==> src/rtl/pc_sequencer_if.sv <==
// Control/status bundle between the PC sequencer and the hazard, branch and debug logic.
interface pc_sequencer_if #(
    parameter int unsigned PC_WIDTH = 32
) ();
    logic                start;
    logic                step_mode;
    logic                step;
    logic                stall;
    logic                branch_taken;
    logic [PC_WIDTH-1:0] branch_target;
    logic                jump;
    logic [PC_WIDTH-1:0] jump_target;
    logic                halt_fetched;
    logic [PC_WIDTH-1:0] pc;
    logic [PC_WIDTH-1:0] pc_next_seq;
    logic                pc_en;
    logic                flush;
    logic                halted;
    logic [31:0]         cycle_count;

    // Controller side: debug unit, hazard unit, branch/jump resolution.
    modport master (
        output start, step_mode, step, stall, branch_taken, branch_target,
               jump, jump_target, halt_fetched,
        input  pc, pc_next_seq, pc_en, flush, halted, cycle_count
    );

    // Sequencer side.
    modport slave (
        input  start, step_mode, step, stall, branch_taken, branch_target,
               jump, jump_target, halt_fetched,
        output pc, pc_next_seq, pc_en, flush, halted, cycle_count
    );
endinterface

==> src/rtl/pc_sequencer.sv <==
// Program-counter sequencer: owns the PC, gates pipeline advance for the debug unit,
// and drains the pipeline after a HALT fetch before reporting halted.
module pc_sequencer #(
    parameter int unsigned         PC_WIDTH     = 32,
    parameter logic [PC_WIDTH-1:0] RESET_PC     = '0,
    parameter int unsigned         DRAIN_CYCLES = 4
) (
    input logic           clk,
    input logic           reset,
    pc_sequencer_if.slave bus
);

    typedef enum logic [2:0] {StIdle, StRun, StStep, StDrain, StHalted} state_e;

    localparam logic [3:0]          DrainLast = 4'(DRAIN_CYCLES);
    localparam logic [PC_WIDTH-1:0] PcOne     = {{(PC_WIDTH-1){1'b0}}, 1'b1};

    state_e              state_q, state_d;
    logic [PC_WIDTH-1:0] pc_q, pc_d;
    logic                mode_step_q, mode_step_d;
    logic [3:0]          drain_cnt_q, drain_cnt_d;
    logic [31:0]         cycle_count_q, cycle_count_d;

    logic                adv;
    logic                redirect;
    logic [PC_WIDTH-1:0] redirect_pc;
    logic [PC_WIDTH-1:0] pc_inc;

    assign pc_inc      = pc_q + PcOne;
    assign redirect    = adv & (bus.branch_taken | bus.jump);
    // Branch outranks jump when both resolve in the same cycle.
    assign redirect_pc = bus.branch_taken ? bus.branch_target : bus.jump_target;

    // State register; synchronous reset beats every other input at the edge.
    always_ff @(posedge clk) begin
        if (reset) begin
            state_q       <= StIdle;
            pc_q          <= RESET_PC;
            mode_step_q   <= 1'b0;
            drain_cnt_q   <= '0;
            cycle_count_q <= '0;
        end else begin
            state_q       <= state_d;
            pc_q          <= pc_d;
            mode_step_q   <= mode_step_d;
            drain_cnt_q   <= drain_cnt_d;
            cycle_count_q <= cycle_count_d;
        end
    end

    // Advance qualification, PC selection and next-state decode.
    always_comb begin
        state_d       = state_q;
        pc_d          = pc_q;
        mode_step_d   = mode_step_q;
        drain_cnt_d   = drain_cnt_q;
        cycle_count_d = cycle_count_q;
        adv           = 1'b0;

        unique case (state_q)
            StRun:   adv = 1'b1;
            StStep:  adv = bus.step;
            StDrain: adv = mode_step_q ? bus.step : 1'b1;
            default: adv = 1'b0;
        endcase

        unique case (state_q)
            StIdle: begin
                if (bus.start) begin
                    mode_step_d = bus.step_mode;
                    state_d     = bus.step_mode ? StStep : StRun;
                end
            end
            StRun, StStep: begin
                if (adv) begin
                    if (redirect) begin
                        pc_d = redirect_pc;
                    end else if (bus.stall) begin
                        pc_d = pc_q;
                    end else if (bus.halt_fetched) begin
                        // PC stays on the HALT word while older instructions retire.
                        state_d     = StDrain;
                        drain_cnt_d = '0;
                    end else begin
                        pc_d = pc_inc;
                    end
                end
            end
            StDrain: begin
                if (adv) begin
                    if (redirect) begin
                        // An older instruction redirected: HALT was on a dead path.
                        pc_d        = redirect_pc;
                        drain_cnt_d = '0;
                        state_d     = mode_step_q ? StStep : StRun;
                    end else begin
                        drain_cnt_d = drain_cnt_q + 4'd1;
                        if (drain_cnt_q + 4'd1 == DrainLast) begin
                            state_d = StHalted;
                        end
                    end
                end
            end
            default: ;
        endcase

        if (adv && (cycle_count_q != 32'hFFFF_FFFF)) begin
            cycle_count_d = cycle_count_q + 32'd1;
        end
    end

    assign bus.pc          = pc_q;
    assign bus.pc_next_seq = pc_inc;
    assign bus.pc_en       = adv;
    assign bus.flush       = redirect;
    assign bus.halted      = (state_q == StHalted);
    assign bus.cycle_count = cycle_count_q;

endmodule

==> src/flat_wrapper.sv <==
// flat-port wrapper written by rule: the top's interface ports become plain ports
module pc_sequencer_flat 
#(
    parameter int unsigned         PC_WIDTH     = 32,
    parameter logic [PC_WIDTH-1:0] RESET_PC     = '0,
    parameter int unsigned         DRAIN_CYCLES = 4
)
  (clk, reset, bus_start, bus_step_mode, bus_step, bus_stall, bus_branch_taken, bus_branch_target, bus_jump, bus_jump_target, bus_halt_fetched, bus_pc, bus_pc_next_seq, bus_pc_en, bus_flush, bus_halted, bus_cycle_count);
  pc_sequencer_if #(.PC_WIDTH(PC_WIDTH)) bus_i ();
  input logic clk;
  input logic reset;
  input wire logic [$bits(bus_i.start)-1:0] bus_start;
  input wire logic [$bits(bus_i.step_mode)-1:0] bus_step_mode;
  input wire logic [$bits(bus_i.step)-1:0] bus_step;
  input wire logic [$bits(bus_i.stall)-1:0] bus_stall;
  input wire logic [$bits(bus_i.branch_taken)-1:0] bus_branch_taken;
  input wire logic [$bits(bus_i.branch_target)-1:0] bus_branch_target;
  input wire logic [$bits(bus_i.jump)-1:0] bus_jump;
  input wire logic [$bits(bus_i.jump_target)-1:0] bus_jump_target;
  input wire logic [$bits(bus_i.halt_fetched)-1:0] bus_halt_fetched;
  output wire logic [$bits(bus_i.pc)-1:0] bus_pc;
  output wire logic [$bits(bus_i.pc_next_seq)-1:0] bus_pc_next_seq;
  output wire logic [$bits(bus_i.pc_en)-1:0] bus_pc_en;
  output wire logic [$bits(bus_i.flush)-1:0] bus_flush;
  output wire logic [$bits(bus_i.halted)-1:0] bus_halted;
  output wire logic [$bits(bus_i.cycle_count)-1:0] bus_cycle_count;
  assign bus_i.start = bus_start;
  assign bus_i.step_mode = bus_step_mode;
  assign bus_i.step = bus_step;
  assign bus_i.stall = bus_stall;
  assign bus_i.branch_taken = bus_branch_taken;
  assign bus_i.branch_target = bus_branch_target;
  assign bus_i.jump = bus_jump;
  assign bus_i.jump_target = bus_jump_target;
  assign bus_i.halt_fetched = bus_halt_fetched;
  assign bus_pc = bus_i.pc;
  assign bus_pc_next_seq = bus_i.pc_next_seq;
  assign bus_pc_en = bus_i.pc_en;
  assign bus_flush = bus_i.flush;
  assign bus_halted = bus_i.halted;
  assign bus_cycle_count = bus_i.cycle_count;
  pc_sequencer #(.PC_WIDTH(PC_WIDTH), .RESET_PC(RESET_PC), .DRAIN_CYCLES(DRAIN_CYCLES)) u_core (.clk(clk), .reset(reset), .bus(bus_i));
endmodule
==> config.mk <==
export PLATFORM = sky130hd
export DESIGN_NAME = pc_sequencer_flat
export DESIGN_NICKNAME = d
export VERILOG_FILES = /design/src/rtl/pc_sequencer_if.sv /design/src/rtl/pc_sequencer.sv /design/src/flat_wrapper.sv
export SDC_FILE = /design/constraint.sdc
export NUM_CORES = 1
export LEC_CHECK = 0
export ABC_CLOCK_PERIOD_IN_PS = 6700
export BUFFER_PORTS_ARGS = -buffer_cell sky130_fd_sc_hd__buf_2
export CORE_ASPECT_RATIO = 1.75
export CORE_MARGIN = 2
export CORE_UTILIZATION = 30
export DETAILED_ROUTE_END_ITERATION = 10
export MAX_ROUTING_LAYER = met4
export PLACE_DENSITY = 0.58
export SYNTH_ARGS = -nofsm -noshare
export SYNTH_HDL_FRONTEND = slang
export SYNTH_SLANG_ARGS = --single-unit
==> constraint.sdc <==
create_clock -name clk -period 6.7 [get_ports clk]
set_clock_uncertainty 0.2 [all_clocks]
set_input_delay 1.675 -clock clk [delete_from_list [all_inputs] [get_ports clk]]
set_output_delay 1.675 -clock clk [all_outputs]
set_load 0.03 [all_outputs]
==> Word-level counts from Yosys, hierarchy flattened <==
Index checks and enable logic that the tools add are counted.
{ "totals": {"register_bits": 72, "latchBits": 0, "mem_bits_rw": 0, "rom_bits": 0, "in_bits": 73, "output_inout_bits": 99, "word_cells": 63, "n_memories": 0} }
{ "op_classes": {"addsub": 3, "multipliers": 0, "n_div": 0, "order_cmp": 0, "n_eq_ne": 16, "shifts": 0, "muxes": 28, "bitwise_logic": 2, "n_reduce_logical": 9} }
{ "ops": {"columns": ["operator", "n"], "rows": [
  ["two-way mux 32 bit", 7],
  ["adder 32 x 1 -> 32 bit, second input constant", 2],
  ["case mux 32 bit (2 select lines)", 1],
  ["inequality test 32 bit, second input constant", 1],
  ["two-way mux 3 bit", 8],
  ["two-way mux 4 bit", 6],
  ["AND reduction 6 bit", 2],
  ["inequality test 2 bit, second input constant", 5],
  ["case mux 3 bit (3 select lines)", 1],
  ["case mux 4 bit (2 select lines)", 1],
  ["AND reduction 8 bit", 1],
  ["== test 3 x 2 -> 1 bit, second input constant", 2],
  ["inequality test 3 bit, second input constant", 2],
  ["adder 4 x 1 -> 4 bit, second input constant", 1],
  ["== test 4 x 3 -> 1 bit, second input constant", 1],
  ["two-way mux 2 bit", 2],
  ["inequality test 2 x 1 -> 1 bit, second input constant", 2],
  ["== test 3 x 1 -> 1 bit, second input constant", 1],
  ["== test 3 bit, second input constant", 1],
  ["zero test 3 bit", 1],
  ["inequality test 3 x 2 -> 1 bit, second input constant", 1],
  ["case mux 1 bit (3 select lines)", 1],
  ["nonzero test 3 bit", 1],
  ["AND reduction 2 bit", 1],
  ["6 further kinds", 6]
]} }

==> Longest topological paths before layout <==
{ "depth": {"word_depth": 6, "depth_mapped": 8, "ltp_nobuf": 6} }

==> Worst setup path after synthesis <==
OpenSTA, ideal clock, no wires.
{ "synth_timing": {"kind": "input to output", "startpoint": "input bus_branch_taken", "endpoint": "output bus_flush", "arrival_time_ps": 2679, "required_ps": 4825, "path_slack_ps": 2146, "path_stages": 3, "n_path_buf": 1, "cell_sequence": "clkbuf_1 > o21bai_1 > a21oi_1"} }
{ "synth_via": {"elab_chain_cells": 2} }
{ "synth_rtl": {"columns": ["item", "line_no", "rtl"], "rows": [
  ["from (decl)", "flat_wrapper.sv:16", "input wire logic [$bits(bus_i.branch_taken)-1:0] bus_branch_taken;"],
  ["OR 1 bit", "pc_sequencer.sv:30", "assign redirect = adv & (bus.branch_taken | bus.jump);"],
  ["AND 1 bit", "pc_sequencer.sv:30", null],
  ["to (decl)", "flat_wrapper.sv:24", "output wire logic [$bits(bus_i.flush)-1:0] bus_flush;"]
]} }
No other way between the ends.

==> Worst setup path after layout <==
{ "layout_timing": {"startpoint": "register u_core.pc_q[4] (netlist: u_core.bus.pc[4])", "endpoint": "output bus_pc_next_seq[17]"} }
{ "layout_via": {"elab_chain_cells": 1} }
{ "layout_rtl": {"columns": ["item", "line_no", "rtl"], "rows": [
  ["from (decl)", "pc_sequencer.sv:19", "logic [PC_WIDTH-1:0] pc_q, pc_d;"],
  ["from (signal assigned)", "pc_sequencer.sv:44", "pc_q <= pc_d;"],
  ["adder 32 x 1 -> 32 bit", "pc_sequencer.sv:29", "assign pc_inc = pc_q + PcOne;"],
  ["to (decl)", "flat_wrapper.sv:22", "output wire logic [$bits(bus_i.pc_next_seq)-1:0] bus_pc_next_seq;"]
]} }
No other way between the ends.

==> results.toml <==
[run_status]
status = "complete, no violations"

[floorplanning]
fp.dieH_um = 173
io_pins = 172
num_rows = 61
start_util_pct = 30.7
core_area_mm2 = 0.0160
die_area_mm2 = 0.0174
die_x_um = 101

[clock_tree]
clk_pin_slew_worst_paths_ns = 0.06
numCtsBuffers = 9
cts_resized = 0
post_cts_buffers = 0
ctsHtreeMaxLevel = 3
cts.hold.buffers_added = 0
clockBufferDepth = 2
cts_tree = "done"
clock_sinks = 72
worstSkewPairLatency_ns = 0.33
clockRootBuffer = "clkbuf_16"

[worst_setup_path]
cp.arrival_ns = 3.16
crit_chain = "nand4_1, nor4_1, nand3_1, xnor2_1, buf_2"
crit_fanout = 10
endpoint_kind = "primary output"
r2r_start = "u_core.bus.pc[4]"
critPathSlowestCell = "nor4_1"
worstPathRequired_ns = 4.83
critPathKind = "flop to primary output"
startpoint = "u_core.bus.pc[4]"
slowest_delay_ns = 1.20
crit_family = "simple AND/OR/NAND/NOR gates"
cp-start-kind = "flop"
path_buf_inv = 1

[pwr]
netSwitchingFraction_pct = 40.0
p_seq_share_pct = 30.9
irDropWorstVdd_mv = 0.123
p_sw_mw = 0.659
pwr-share-clk_pct = 31.2
leakagePower_nw = 2.49
p_int_mw = 0.988
combPwrFrac_pct = 37.9
power_density_mw_per_mm2 = 264

[timing]
fmax_ghz = 0.198
finalSetupTns_ns = 0
relSlewSlack_pct = 12.2
hold_viol_final = 0
worstMarginPinSlew_ns = 1.31
rsz0062_at_grt = "false"
maxSlewViolCount = 0
setup_viol = 0
period_minus_slack_ns = 5.04
timing.final.crit_share_pct = 75.2
finalWorstSetupSlack_ns = 1.66

[min_path]
holdCritPathClass = "flop to flop"
min_from = "u_core.bus.cycle_count[23]"

[place]
pre_cts_ws_ns = 2.03
hpwlAfterDp_mm = 13.5
portBuffers = 171
place_congestion = 0.889
dpl-instance-area_mm2 = 0.00590

[drt]
drc = 0
wl_mm = 17.6
highest_layer = "met4"
firstDrtPassIters = 4
drt_iter0_drc = 229
ant_nets = 0
wl_met3_mm = 1.01
wl_per_cell_um = 17.7
wl_met2_mm = 9.63
met1_length_mm = 6.44
vias_per_cell = 5.48
num_vias = 5447

[synthesis]
synth-edff-count = 0
ys_seq_elements = 72
yosysSeqAreaShare_pct = 29.4
yosysWarnings = 0
ys.flop_type = "dfxtp_1"
syn-num-nets = 725
async_flop_share_pct = 0
syn-mean-instance-area_um2 = 7.56
synthDistinctLibCells = 59
syn-cell-area_mm2 = 0.00490
synthCells = 648

[global_routing]
grt_max_degree = 51
grt_usage_pct = 20.4
overflow = 0
first_global_vias = 5144
grt_first_pass_wirelength_mm = 27.3
grt_antenna_before_repair = 3

[layout]
fillers = 1755
nets = 873
final_area_mm2 = 0.00623
drive_gt1_share_pct = 27.1
area_growth_pct = 27.2

[run]
max-cap-violations = 0
==> layer usage <==
metal  vias up  global-route usage (%)
li1       2715                       -
met1      2524                    20.9
met2       180                    37.6
met3        28                    3.52
met4         0                    8.22
met5         -                       -
==> logic make-up after synthesis <==
group           Yosys count  synth area share [%]
mux                      36                  7.58
compound gates          183                  23.0
xor+xnor                 31                  5.54
buf+inv                  67                  5.26
flops                    72                  29.4
simple gates            255                  28.2
fa+ha+maj                 4                  1.02
==> registers in the layout (all words and copies together), names as in the netlist <==
register                cells
u_core.bus.pc              32
u_core.bus.cycle_count     32
u_core.mode_step_q          1
u_core.drain_cnt_q          4
u_core.state_q              3
==> worst paths after layout <==
kind,end,slack (ns),cells past startpoint
max reg2reg,u_core.bus.pc[19],3.56,5
min,u_core.bus.cycle_count[23],0.30,2
min reg2reg,u_core.bus.cycle_count[23],0.30,2
max,bus_pc_next_seq[17],1.66,5
==> synthesized netlist by cell type (7+ instances only) <==
| cell type | instances | share of area (%) |
|---|---|---|
| o31ai_1 | 12 | 1.8 |
| o32ai_1 | 8 | 1.4 |
| o21ai_0 | 44 | 4.5 |
| and3_1 | 11 | 1.4 |
| nor4_1 | 16 | 2.0 |
| o211ai_1 | 11 | 1.7 |
| or3_1 | 15 | 1.9 |
| xnor2_1 | 25 | 4.5 |
| or4_1 | 14 | 2.1 |
| a21oi_1 | 67 | 6.8 |
| nand2_1 | 55 | 4.2 |
| clkbuf_1 | 34 | 2.6 |
| nand4_1 | 15 | 1.9 |
| mux2i_1 | 27 | 5.5 |
| inv_1 | 25 | 1.9 |
| mux2_2 | 9 | 2.1 |
| o31a_1 | 7 | 1.3 |
| nor2_1 | 45 | 3.4 |
| dfxtp_1 | 72 | 29 |
| nor3_1 | 12 | 1.2 |
| nand3_1 | 34 | 3.5 |
==> stage by stage <==
stage	instances	util, %	total power [mW]	hold WS (ns)
after floorplan	648	-	0.944	0.267
after global placement	974	37.0	1.14	0.278
after detailed placement	974	37.0	1.14	0.293
after CTS	990	39.0	1.66	0.303
after global routing	993	39.1	1.74	0.345
final	994	39.1	1.65	0.300
==> cells in the final DEF, fill, tap and decap left out, drive strengths merged, types with 9 or more instances in the layout <==
cell      n
and3     11
buf     179
or3      16
nor2     45
mux2      9
nand4    17
clkbuf   14
inv      25
a21oi    67
nand3    34
o211ai   11
nor3     13
nor4     18
o21ai    45
dfxtp    72
nand2    55
o31ai    12
xnor2    25
or4      14
mux2i    27
==> area by class of cell <==
class                   count  area, um^2  share of cell area, %
well taps                 189         236                   3.79
diodes                      4        10.0                  0.161
clock inverters             2        35.0                  0.562
inverters                  25        93.8                   1.51
multi-input cells         509        3220                   51.6
repair buffers            179         916                   14.7
flip-flops and latches     72        1440                   23.1
clock buffers              14         284                   4.56
==> power by group through the flow <==
| stage | sequential, mW | combinational [mW] | clock, mW |
|---|---|---|---|
| after floorplan | 0.538 | 0.406 | 0 |
| after global placement | 0.517 | 0.625 | 0 |
| after detailed placement | 0.518 | 0.623 | 0 |
| after CTS | 0.508 | 0.626 | 0.529 |
| after global routing | 0.516 | 0.682 | 0.547 |
| final | 0.509 | 0.624 | 0.514 |
==> worst reg2reg max path, stage by stage (launching register included) <==
cell and delay [ns]:
dfxtp_1 0.47, nand4_1 0.42, nor4_1 1.20, nand3_1 0.30, o31a_1 0.36, o32ai_1 0.11
No activity file was read; power rests on OpenSTA's default activity.
